### src/rtl/seg_pkg.sv
// Shared segment-display definitions: active-low {g,f,e,d,c,b,a} encodings,
// scan FSM states and a helper that extracts one digit slice from a packed bus.
package seg_pkg;

  localparam logic [6:0] SEG_OFF  = 7'h7F;
  localparam logic [6:0] SEG_ZERO = 7'b1000000;

  // Widest digit bus the slice helper accepts; narrower buses are padded with SEG_OFF.
  localparam int SEG_MAX_DIGITS = 32;
  localparam int SEG_IDX_W      = 5;

  typedef enum logic [1:0] {
    IDLE,
    BLANK,
    SHOW
  } scan_state_t;

  function automatic logic [6:0] slice_digit(
    input logic [7*SEG_MAX_DIGITS-1:0] bus,
    input logic [SEG_IDX_W-1:0]        idx
  );
    return bus[7*idx +: 7];
  endfunction

endpackage

### src/rtl/seg_scan_mux_if.sv
// Display-side bundle of the scan multiplexer: digit buses and enable in,
// shared segment bus, anode selects and frame pulse out.
interface seg_scan_mux_if #(
  parameter int N_DIGITS = 6
);
  logic                    enable;
  logic [7*N_DIGITS-1:0]   seg_in;
  logic [6:0]              seg_out;
  logic [N_DIGITS-1:0]     an;
  logic                    frame_done;

  modport master (
    output enable,
    output seg_in,
    input  seg_out,
    input  an,
    input  frame_done
  );

  modport slave (
    input  enable,
    input  seg_in,
    output seg_out,
    output an,
    output frame_done
  );
endinterface

### src/rtl/seg_scan_timer.sv
// Loadable down-counter shared by the BLANK and SHOW phases; tc is high while
// the count sits at zero, i.e. during the last cycle of the loaded interval.
module seg_scan_timer #(
  parameter int W = 16
) (
  input  logic         clk,
  input  logic         reset_n,
  input  logic         load,
  input  logic         count_en,
  input  logic [W-1:0] load_value,
  output logic         tc
);

  logic [W-1:0] count_reg;

  always_ff @(posedge clk) begin
    if (!reset_n) begin
      count_reg <= '0;
    end else if (load) begin
      count_reg <= load_value;
    end else if (count_en && (count_reg != '0)) begin
      count_reg <= count_reg - 1'b1;
    end
  end

  assign tc = (count_reg == '0);

endmodule

### src/rtl/seg_scan_mux.sv
// Time-multiplexes N_DIGITS segment buses onto one registered bus with active-low
// anodes and dead-time blanking. Optional macro: LEADING_ZERO_BLANK_EN.
module seg_scan_mux
  import seg_pkg::*;
#(
  parameter int N_DIGITS     = 6,
  parameter int SCAN_DIV     = 50000,
  parameter int BLANK_CYCLES = 16
) (
  input  logic            clk,
  input  logic            reset_n,
  seg_scan_mux_if.slave   bus
);

  localparam int IW   = (N_DIGITS > 1) ? $clog2(N_DIGITS) : 1;
  localparam int TMAX = (SCAN_DIV > BLANK_CYCLES) ? SCAN_DIV : BLANK_CYCLES;
  localparam int TW   = (TMAX > 2) ? $clog2(TMAX) : 1;

  localparam logic [TW-1:0] BLANK_LOAD = TW'(BLANK_CYCLES - 1);
  localparam logic [TW-1:0] SCAN_LOAD  = TW'(SCAN_DIV - 1);
  localparam logic [IW-1:0] LAST_IDX   = IW'(N_DIGITS - 1);

  scan_state_t          state_reg, state_next;
  logic [IW-1:0]        idx_reg, idx_next;
  logic [6:0]           seg_reg, seg_next;
  logic [N_DIGITS-1:0]  an_reg, an_next;
  logic                 frame_done_reg, frame_done_next;

  logic                 timer_load;
  logic                 timer_count_en;
  logic [TW-1:0]        timer_load_value;
  logic                 timer_tc;

  logic [7*SEG_MAX_DIGITS-1:0] seg_wide;
  logic [6:0]                  digit_seg;
  logic [N_DIGITS-1:0]         digit_an;
  logic                        suppress;

  seg_scan_timer #(
    .W (TW)
  ) u_timer (
    .clk        (clk),
    .reset_n    (reset_n),
    .load       (timer_load),
    .count_en   (timer_count_en),
    .load_value (timer_load_value),
    .tc         (timer_tc)
  );

  always_comb begin
    seg_wide                   = '1;
    seg_wide[7*N_DIGITS-1:0]   = bus.seg_in;
  end

  assign digit_seg = slice_digit(seg_wide, SEG_IDX_W'(idx_reg));
  assign digit_an  = ~(N_DIGITS'(1) << idx_reg);

`ifdef LEADING_ZERO_BLANK_EN
  logic [N_DIGITS-1:0] is_zero;

  for (genvar gi = 0; gi < N_DIGITS; gi++) begin : g_zero
    assign is_zero[gi] = (bus.seg_in[7*gi +: 7] == SEG_ZERO);
  end

  // A digit is blanked only when it and every more significant digit read zero.
  always_comb begin
    suppress = (idx_reg != '0);
    for (int j = 0; j < N_DIGITS; j++) begin
      if ((IW'(j) >= idx_reg) && !is_zero[j]) begin
        suppress = 1'b0;
      end
    end
  end
`else
  assign suppress = 1'b0;
`endif

  always_comb begin
    state_next       = state_reg;
    idx_next         = idx_reg;
    seg_next         = seg_reg;
    an_next          = an_reg;
    frame_done_next  = 1'b0;
    timer_load       = 1'b0;
    timer_count_en   = 1'b0;
    timer_load_value = BLANK_LOAD;

    if (!bus.enable) begin
      state_next       = IDLE;
      idx_next         = '0;
      seg_next         = SEG_OFF;
      an_next          = '1;
      timer_load       = 1'b1;
      timer_load_value = '0;
    end else begin
      case (state_reg)
        IDLE: begin
          state_next = BLANK;
          idx_next   = '0;
          seg_next   = SEG_OFF;
          an_next    = '1;
          timer_load = 1'b1;
        end
        BLANK: begin
          if (timer_tc) begin
            state_next       = SHOW;
            timer_load       = 1'b1;
            timer_load_value = SCAN_LOAD;
            // Suppressed slots keep their timing but stay dark.
            if (suppress) begin
              seg_next = SEG_OFF;
              an_next  = '1;
            end else begin
              seg_next = digit_seg;
              an_next  = digit_an;
            end
          end else begin
            timer_count_en = 1'b1;
          end
        end
        SHOW: begin
          if (timer_tc) begin
            state_next      = BLANK;
            timer_load      = 1'b1;
            seg_next        = SEG_OFF;
            an_next         = '1;
            frame_done_next = (idx_reg == LAST_IDX);
            idx_next        = (idx_reg == LAST_IDX) ? '0 : idx_reg + 1'b1;
          end else begin
            timer_count_en = 1'b1;
          end
        end
        default: begin
          state_next = IDLE;
          idx_next   = '0;
          seg_next   = SEG_OFF;
          an_next    = '1;
        end
      endcase
    end
  end

  always_ff @(posedge clk) begin
    if (!reset_n) begin
      state_reg      <= IDLE;
      idx_reg        <= '0;
      seg_reg        <= SEG_OFF;
      an_reg         <= '1;
      frame_done_reg <= 1'b0;
    end else begin
      state_reg      <= state_next;
      idx_reg        <= idx_next;
      seg_reg        <= seg_next;
      an_reg         <= an_next;
      frame_done_reg <= frame_done_next;
    end
  end

  assign bus.seg_out    = seg_reg;
  assign bus.an         = an_reg;
  assign bus.frame_done = frame_done_reg;

endmodule
### src/flat_wrapper.sv
// flat-port wrapper written by rule: the top's interface ports become plain ports
module seg_scan_mux_flat import seg_pkg::*;
#(
  parameter int N_DIGITS     = 6,
  parameter int SCAN_DIV     = 50000,
  parameter int BLANK_CYCLES = 16
)
  (clk, reset_n, bus_enable, bus_seg_in, bus_seg_out, bus_an, bus_frame_done);
  seg_scan_mux_if #(.N_DIGITS(N_DIGITS)) bus_i ();
  input  logic clk;
  input  logic reset_n;
  input wire logic [$bits(bus_i.enable)-1:0] bus_enable;
  input wire logic [$bits(bus_i.seg_in)-1:0] bus_seg_in;
  output wire logic [$bits(bus_i.seg_out)-1:0] bus_seg_out;
  output wire logic [$bits(bus_i.an)-1:0] bus_an;
  output wire logic [$bits(bus_i.frame_done)-1:0] bus_frame_done;
  assign bus_i.enable = bus_enable;
  assign bus_i.seg_in = bus_seg_in;
  assign bus_seg_out = bus_i.seg_out;
  assign bus_an = bus_i.an;
  assign bus_frame_done = bus_i.frame_done;
  seg_scan_mux #(.N_DIGITS(N_DIGITS), .SCAN_DIV(SCAN_DIV), .BLANK_CYCLES(BLANK_CYCLES)) u_core (.clk(clk), .reset_n(reset_n), .bus(bus_i));
endmodule
### config.mk
export PLATFORM = sky130hd
export DESIGN_NAME = seg_scan_mux_flat
export DESIGN_NICKNAME = d
export VERILOG_FILES = /design/src/rtl/seg_pkg.sv /design/src/rtl/seg_scan_mux_if.sv /design/src/rtl/seg_scan_timer.sv /design/src/rtl/seg_scan_mux.sv /design/src/flat_wrapper.sv
export SDC_FILE = /design/constraint.sdc
export NUM_CORES = 1
export LEC_CHECK = 0
export CAP_MARGIN = 10
export CORE_AREA = 3 3 81 83
export DETAILED_ROUTE_END_ITERATION = 7
export DIE_AREA = 0 0 84 86
export PLACE_DENSITY = 0.69
export SKIP_CTS_REPAIR_TIMING = 1
export SKIP_LAST_GASP = 1
export SYNTH_ARGS = -nofsm -noshare
export SYNTH_HDL_FRONTEND = slang
export SYNTH_SLANG_ARGS = --single-unit
### constraint.sdc
create_clock -name clk -period 2.4 [get_ports clk]
set_input_delay 0.48 -clock clk [delete_from_list [all_inputs] [get_ports clk]]
set_output_delay 0.48 -clock clk [all_outputs]
set_load 0.05 [all_outputs]
==> results of run 1 <==
## where the power goes
part	switching (uW)	leakage (uW)	internal (uW)
sequential	20.4	0.000284	596
combinational	206	0.000795	185
clock	226	0.0000581	309
total	452	0.00114	1090
## cells in the mapped netlist, types with 6 or more instances
cell type                  count
sky130_fd_sc_hd__dfxtp_1      35
sky130_fd_sc_hd__nand2_1      34
sky130_fd_sc_hd__a21oi_1      19
sky130_fd_sc_hd__nor2_1       18
sky130_fd_sc_hd__o21ai_0      18
sky130_fd_sc_hd__nor3_1       15
sky130_fd_sc_hd__clkbuf_1     10
sky130_fd_sc_hd__nor2b_1       9
sky130_fd_sc_hd__a211oi_1      8
sky130_fd_sc_hd__ha_1          8
sky130_fd_sc_hd__inv_1         8
sky130_fd_sc_hd__mux4_2        7
sky130_fd_sc_hd__nand3_1       7
sky130_fd_sc_hd__nand4_1       7
sky130_fd_sc_hd__o22ai_1       7
sky130_fd_sc_hd__o31ai_1       6
## through the flow
| stage | instance area, um^2 | cells | worst slack (ns) | util [%] |
|---|---|---|---|---|
| 6_report | 3000 | 406 | 0.183 | 50.6 |
| 5_1_grt | 3000 | 406 | 0.0358 | 50.6 |
| 4_1_cts | 3000 | 406 | 0.207 | 50.6 |
| 3_5_place_dp | 2890 | 398 | 0.0507 | 48.7 |
| 3_3_place_gp | 2890 | 398 | 0.0684 | 48.7 |
| 2_1_floorplan | 2210 | 270 | 0.423 | - |
## worst max-delay path: cells and delay by family, from the launching register on
family          cells  cell delay, ns
buf+inv             1            0.12
compound gates      2            0.54
fa+ha+maj           1            0.24
flops               1            0.34
simple gates        3            0.87
## layer usage
metal,share of wire [%],global-route usage [%],up-vias
li1,-,-,1124
met1,48,23.9,1008
met2,47,27.0,42
met3,3.2,3.27,7
met4,1.4,5.99,0
met5,0,0,-
## cell type report
type / count / area (um^2) / share of cell area (%)
Timing Repair Buffer: 68 / 656 / 21.9
Multi-Input combinational cell: 211 / 1400 / 46.7
Clock inverter: 3 / 43.8 / 1.46
Inverter: 9 / 33.8 / 1.13
Tap cell: 75 / 93.8 / 3.13
Sequential cell: 35 / 701 / 23.4
Clock buffer: 5 / 68.8 / 2.30
## cells by family (layout without fill, tap and decap cells)
family	Yosys count	after routing	synth area share, %
AND/OR/NAND/NOR	118	118	29.1
AO/OA/AOI/OAI	74	74	21.0
flip-flops	35	35	31.7
buffers and inverters	24	85	4.87
multiplexers	9	9	8.04
adder cells (fa/ha/maj)	8	8	4.53
XOR/XNOR	2	2	0.793
## worst min path at each step
stage	startpoint	cells after the start	end	slack [ns]
after floorplan	u_core.u_timer.count_reg[13]	2	u_core.u_timer.count_reg[13]	0.46
after global placement	u_core.bus.an[2]	2	u_core.bus.an[2]	0.45
after detailed placement	u_core.bus.an[2]	2	u_core.bus.an[2]	0.48
after CTS	u_core.bus.an[2]	2	u_core.bus.an[2]	0.50
after global routing	u_core.bus.an[2]	2	u_core.bus.an[2]	0.52
final	u_core.bus.an[2]	2	u_core.bus.an[2]	0.50
==> reports/results.txt, run 1 <==
The run finished with clean final reports. The gate count of the mapped netlist was 270; the total leakage power was 0.00114 uW. The clock net in this run drives a total of 35 sinks. The critical path goes through inv_1 > ha_1 > or4bb_1 > nor4_4 > a21oi_1 > o21ai_0 > nor3_1.

The via count of the first global-routing pass is 2088. The floorplan has 28 rows. The flop and latch count out of synthesis was 35; the number of distinct standard cells referenced by the synthesized netlist was 53.

The final route contains 2181 vias. The number of fillers in the final layout was 569. Counting every net in the synthesized netlist gives 323.

The largest single stage delay on the critical path is 0.54 ns. In this run the worst setup path terminates at u_core.u_timer.count_reg[3]. The overall track demand over capacity in global routing was 17.3%; the average wire length per cell after detail routing was 15.4 um. The library cell used most frequently in the layout, excluding fill and tap cells, is sky130_fd_sc_hd__clkdlybuf4s50_1. 59 I/O pins were placed. The number of cells on the worst reg-to-reg path is 7. The cell area power density is 515 nW/um^2, and the minimum clock period after layout is 2.22 ns. The tool flagged a number of max-cap violations equal to 0. By area the synthesized netlist is led by sky130_fd_sc_hd__dfxtp_1, sky130_fd_sc_hd__mux4_2, sky130_fd_sc_hd__nand2_1. The area added between synthesis and finish was 35.7%; the fraction of the cycle the final worst path needs was 92.4%. For the residual DRC count, the log shows 0. In the routed layout, each cell is associated on average with a via count of 5.37. The H-tree depth is 2, and the worst path arrival time is 2.40 ns. For the final database, setup skew stands at 0.00708 ns. The path class of the tightest hold or removal check is flip-flop to flip-flop.

The run gives 0 as the number of nets still failing antenna checks after routing. The number of flip-flops under the largest register name is 16, and the core area is 5920 um^2. The routed wire length was 6270 um. STA classifies the critical path startpoint as a flip-flop. At the pin with the least slew margin, the transition time is 0.772 ns. In this run the worst path has a maximum fanout of 9.

The worst slew margin relative to its limit was 47.2%; the overall power of the completed layout was 1540 uW. For the sequential element share of the synthesized area, the log shows 31.7%. Setup repair after global routing left no endpoint under its margin. TritonCTS built the clock tree. The critical path is of the flip-flop to flip-flop type. The logs give 383 for the count of nets after finishing and 0 ns for the setup TNS after final layout. Detailed placement ended at an HPWL of 4830 um. The dominant register cell in the synthesized netlist was sky130_fd_sc_hd__dfxtp_1. The fraction of final layout cells sized beyond drive strength 1 was 10.6%.

The cell at the root of the clock tree was sky130_fd_sc_hd__clkbuf_8. Yosys printed 0 warnings. The number of failing hold endpoints at the final stage came out at 0. The worst-case IR drop observed on VDD is 0.208 mV. Entering global routing, the biggest net connects 17 pins. The type of element capturing the critical path was a flip-flop.

The biggest area contributor in the post-synthesis netlist is sky130_fd_sc_hd__dfxtp_1. The data required time of the worst path is 2.58 ns. In the layout the commonest cells are sky130_fd_sc_hd__clkdlybuf4s50_1, sky130_fd_sc_hd__dfxtp_1, sky130_fd_sc_hd__nand2_1. For this design, the slowest cell found on the critical path is sky130_fd_sc_hd__or4bb_1.

The tools report the destination of the worst register-to-register timing path as u_core.u_timer.count_reg[3]. The die height works out to 86 um. The number of buffers added by the clock tree synthesis step came out at 5. The run gives 0.30 ns as the latest clock arrival within the worst-skew pair.

After clock tree synthesis, the clock-pin slew on the worst setup and hold paths is 0.07 ns. The tools report the initial antenna violation count as 0. For flop-to-flop paths, the worst setup slack is 0.18 ns.

In this run, the number of DRC markers left after iteration 0 of detailed routing was 91. The tools report the leftover overflow at the end of global routing as 0. The clock passes through at most 2 buffers. Tracing the worst setup path back leads to its startpoint at u_core.u_timer.count_reg[0]. Summed over its instances, the top area cell type makes up 31.7% of the synthesized netlist area. Area of the die: 7220 um^2. The routability-driven placement congestion ratio was 0.880; the number of synthesized flops with an enable pin was 0. Once the floorplan was initialized, standard cells occupied 37.3% of the core.

0 antenna diodes ended up in the layout. Final hold analysis gives a worst-case slack of 0.504 ns. A synthesized cell averages 8.18 um^2. Measured along the x axis, the die boundary spans 84 um. The highest attainable clock frequency is 451 MHz, and the netlist area before placement is 2210 um^2. The wire length of the first global-routing pass was 10100 um; the number of I/O port buffers was 58.

Setup violations remaining at the end of the flow were counted as 0. The fraction of registers with async set/reset is 0%, and the max-slew violation count is 0. The pre-antenna-repair detailed-routing pass consisted of 4 iterations.

The startpoint of the most critical register-to-register path is u_core.u_timer.count_reg[0].
Power figures use the tool's default switching activity.
==> run 2: changes to the inputs <==
Settings changed: CTS_BUF_LIST set to sky130_fd_sc_hd__clkbuf_16.
Clock period 2.4 ns to 2.5 ns, I/O delays scaled along.
==> reports/results.txt, run 2 (synthesis gave the netlist of run 1 again) <==
For the detailed-placement wirelength estimate, the log shows 4940 um (was 4830 um). The run gives 1400 um^2 (unchanged) as the multi-input combinational cell area. Initial antenna violation count: 0 (unchanged).

The tools report the flop-to-flop setup slack as 0.23 ns (was 0.18 ns). The run gives 2890 um^2 (unchanged) as the cell area after placement. The classification of the worst-slack hold path is flip-flop to flip-flop (unchanged).

The area of the die was 7220 um^2 (unchanged); the fraction of final layout cells sized beyond drive strength 1 was 10.6% (unchanged). The die width is 84 um (unchanged). The placed instance count was 398 (unchanged); the via count of the first global-routing pass was 2147 (was 2088). The final count of negative-setup-slack endpoints came out at 0 (unchanged). The transition time at the pin with the least slew margin was 0.710 ns (was 0.772 ns); the cell depth of the worst flop-to-flop path was 7 (unchanged). Number of I/O port buffers: 58 (unchanged). The core area was 5920 um^2 (unchanged). The final design utilization came out at 51.6% (was 50.6%).

The area added between synthesis and finish works out to 38.2% (was 35.7%). The total number of placement rows came out at 28 (unchanged). The max-slew violation count is 0 (unchanged), and the number of cells in the finished layout apart from fillers is 406 (unchanged). The number of nets still failing antenna checks after routing was 0 (unchanged). The logs give 0 (unchanged) for the leftover overflow at the end of global routing and 5 (unchanged) for the number of buffers added by the clock tree synthesis step. The type of the worst setup path is flip-flop to flip-flop (unchanged). The most frequent standard cell in the layout excluding fill and tap cells was sky130_fd_sc_hd__clkdlybuf4s50_1 (unchanged). The tools report the residual DRC count as 0 (unchanged). The maximum number of pins on one net before global-route repair came out at 20 (was 17). The maximum clock insertion buffer count was 2 (unchanged). The cell area power density was 548 nW/um^2 (was 515 nW/um^2); the overall track demand over capacity in global routing was 17.8% (was 17.3%). Capture point of the worst path: u_core.u_timer.count_reg[3] (unchanged). The run gives 440 MHz (was 451 MHz) as the highest attainable clock frequency.

For the worst hold slack, the log shows 0.484 ns (was 0.504 ns). The type of element capturing the critical path is a flip-flop (unchanged). Cell area after layout: 3050 um^2 (was 3000 um^2).

The number of antenna repair diodes came out at 0 (unchanged). The run gives 701 um^2 (unchanged) as the area taken by flip-flops and latches. The minimum clock period after layout came out at 2.27 ns (was 2.22 ns). The die height works out to 86 um (unchanged). The number of flip-flops under the largest register name came out at 16 (unchanged). Via density per instance: 5.53 (was 5.37).

Cell at the root of the clock tree: sky130_fd_sc_hd__clkbuf_16 (was sky130_fd_sc_hd__clkbuf_8). The kind of start point of the critical path was a flip-flop (unchanged). The logs give 52.7% (was 47.2%) for the worst slew margin relative to its limit and 35 (unchanged) for the number of sinks on the clock net. Commonest cells after routing, fill and taps aside: sky130_fd_sc_hd__clkdlybuf4s50_1, sky130_fd_sc_hd__dfxtp_1, sky130_fd_sc_hd__nand2_1 (unchanged). The number of fillers in the final layout was 559 (was 569); the number of failing hold endpoints at the final stage was 0 (unchanged).

The maximum fanout along the worst path came out at 9 (unchanged). The worst clock skew on the final layout was 0.00599 ns (was 0.00708 ns); the total of max-cap violations was 0 (unchanged). The logs give 0.28 ns (was 0.30 ns) for the latest clock arrival within the worst-skew pair and 4 (unchanged) for the first-pass iteration count of the detailed router. The average wire length per cell after detail routing was 15.7 um (was 15.4 um); the setup TNS after final layout was 0 ns (unchanged).

TritonCTS built the clock tree. The tools report the routability-driven placement congestion ratio as 0.865 (was 0.880). Setup repair after global routing left no endpoint under its margin. The total leakage power is 0.00116 uW (was 0.00114 uW).

The highest-delay cell along the critical path is sky130_fd_sc_hd__or4bb_1 (unchanged). The routed wire length came out at 6370 um (was 6270 um). Ordered cell list for the critical path: inv_1 > ha_1 > or4bb_1 > nor4_4 > a21oi_1 > o21ai_0 > nor3_1 (unchanged). The number of primary I/O pins is 59 (unchanged). The clock transition at the registers of the reported paths came out at 0.06 ns (was 0.07 ns). The tools report the startpoint of the most critical register-to-register path as u_core.u_timer.count_reg[0] (unchanged).

The run gives 0.327 mV (was 0.208 mV) as the largest voltage drop on the vdd net. The launch point of the critical path was u_core.u_timer.count_reg[0] (unchanged). The destination of the worst register-to-register timing path was u_core.u_timer.count_reg[3] (unchanged). The logs give 10500 um (was 10100 um) for the wire length of the first global-routing pass and 37.3% (unchanged) for the effective utilization at floorplan.

The fraction of the cycle the final worst path needs came out at 90.8% (was 92.4%). The total via count in the routed design is 2244 (was 2181), and the worst path arrival time is 2.43 ns (was 2.40 ns). The longest individual stage delay on the worst path is 0.55 ns (was 0.54 ns), and the count of nets after finishing is 383 (unchanged). The run finished with clean final reports. For the number of DRC markers after the initial detailed-route iteration, the log shows 109 (was 91). The H-tree depth was 2 (unchanged); the data required time of the worst path was 2.66 ns (was 2.58 ns).
==> run 2: area by class of cell <==
| class | count | share of cell area, % |
|---|---|---|
| Multi-Input combinational cell | 211 | 45.9 |
| Sequential cell | 35 | 22.9 |
| Timing Repair Buffer | 68 | 21.5 |
| Clock buffer | 5 | 4.10 |
| Tap cell | 75 | 3.07 |
| Clock inverter | 3 | 1.43 |
| Inverter | 9 | 1.11 |
==> run 2: through the flow <==
stage | setup slack [ns] | total power, uW
detailed placement | 0.145 | 975
finish | 0.229 | 1670
global route | 0.0943 | 1750
floorplan | 0.523 | 836
CTS | 0.270 | 1680
global placement | 0.152 | 970
==> run 2: report_power, final <==
| group | total [uW] | switching [uW] | internal (uW) |
|---|---|---|---|
| clock | 704 | 234 | 469 |
| sequential | 593 | 19.7 | 573 |
| combinational | 377 | 196 | 180 |
==> run 2: layer usage <==
layer	routed length, um	vias up	share of wire (%)	global-route usage (%)
li1	-	1132	-	-
met4	114	0	1.8	6.73
met1	3040	1051	48	24.3
met2	2970	47	47	28.0
met3	244	14	3.8	3.17
met5	0	-	0	0
==> run 2: worst max-delay path: cells and delay by family, from the launching register on <==
kind                     cells  cell delay (ns)
adder cells (fa/ha/maj)      1             0.23
buffers and inverters        1             0.12
AO/OA/AOI/OAI                2             0.58
AND/OR/NAND/NOR              3             0.89
flip-flops                   1             0.33
==> run 2: worst min path at each step <==
stage	start	slack, ns	cells after the start	end
final	u_core.bus.an[2]	0.48	2	u_core.bus.an[2]
after global routing	u_core.bus.an[2]	0.52	2	u_core.bus.an[2]
after CTS	u_core.bus.an[2]	0.50	2	u_core.bus.an[2]
after detailed placement	u_core.bus.an[3]	0.48	2	u_core.bus.an[3]
after global placement	u_core.bus.an[2]	0.46	2	u_core.bus.an[2]
after floorplan	u_core.u_timer.count_reg[13]	0.46	2	u_core.u_timer.count_reg[13]
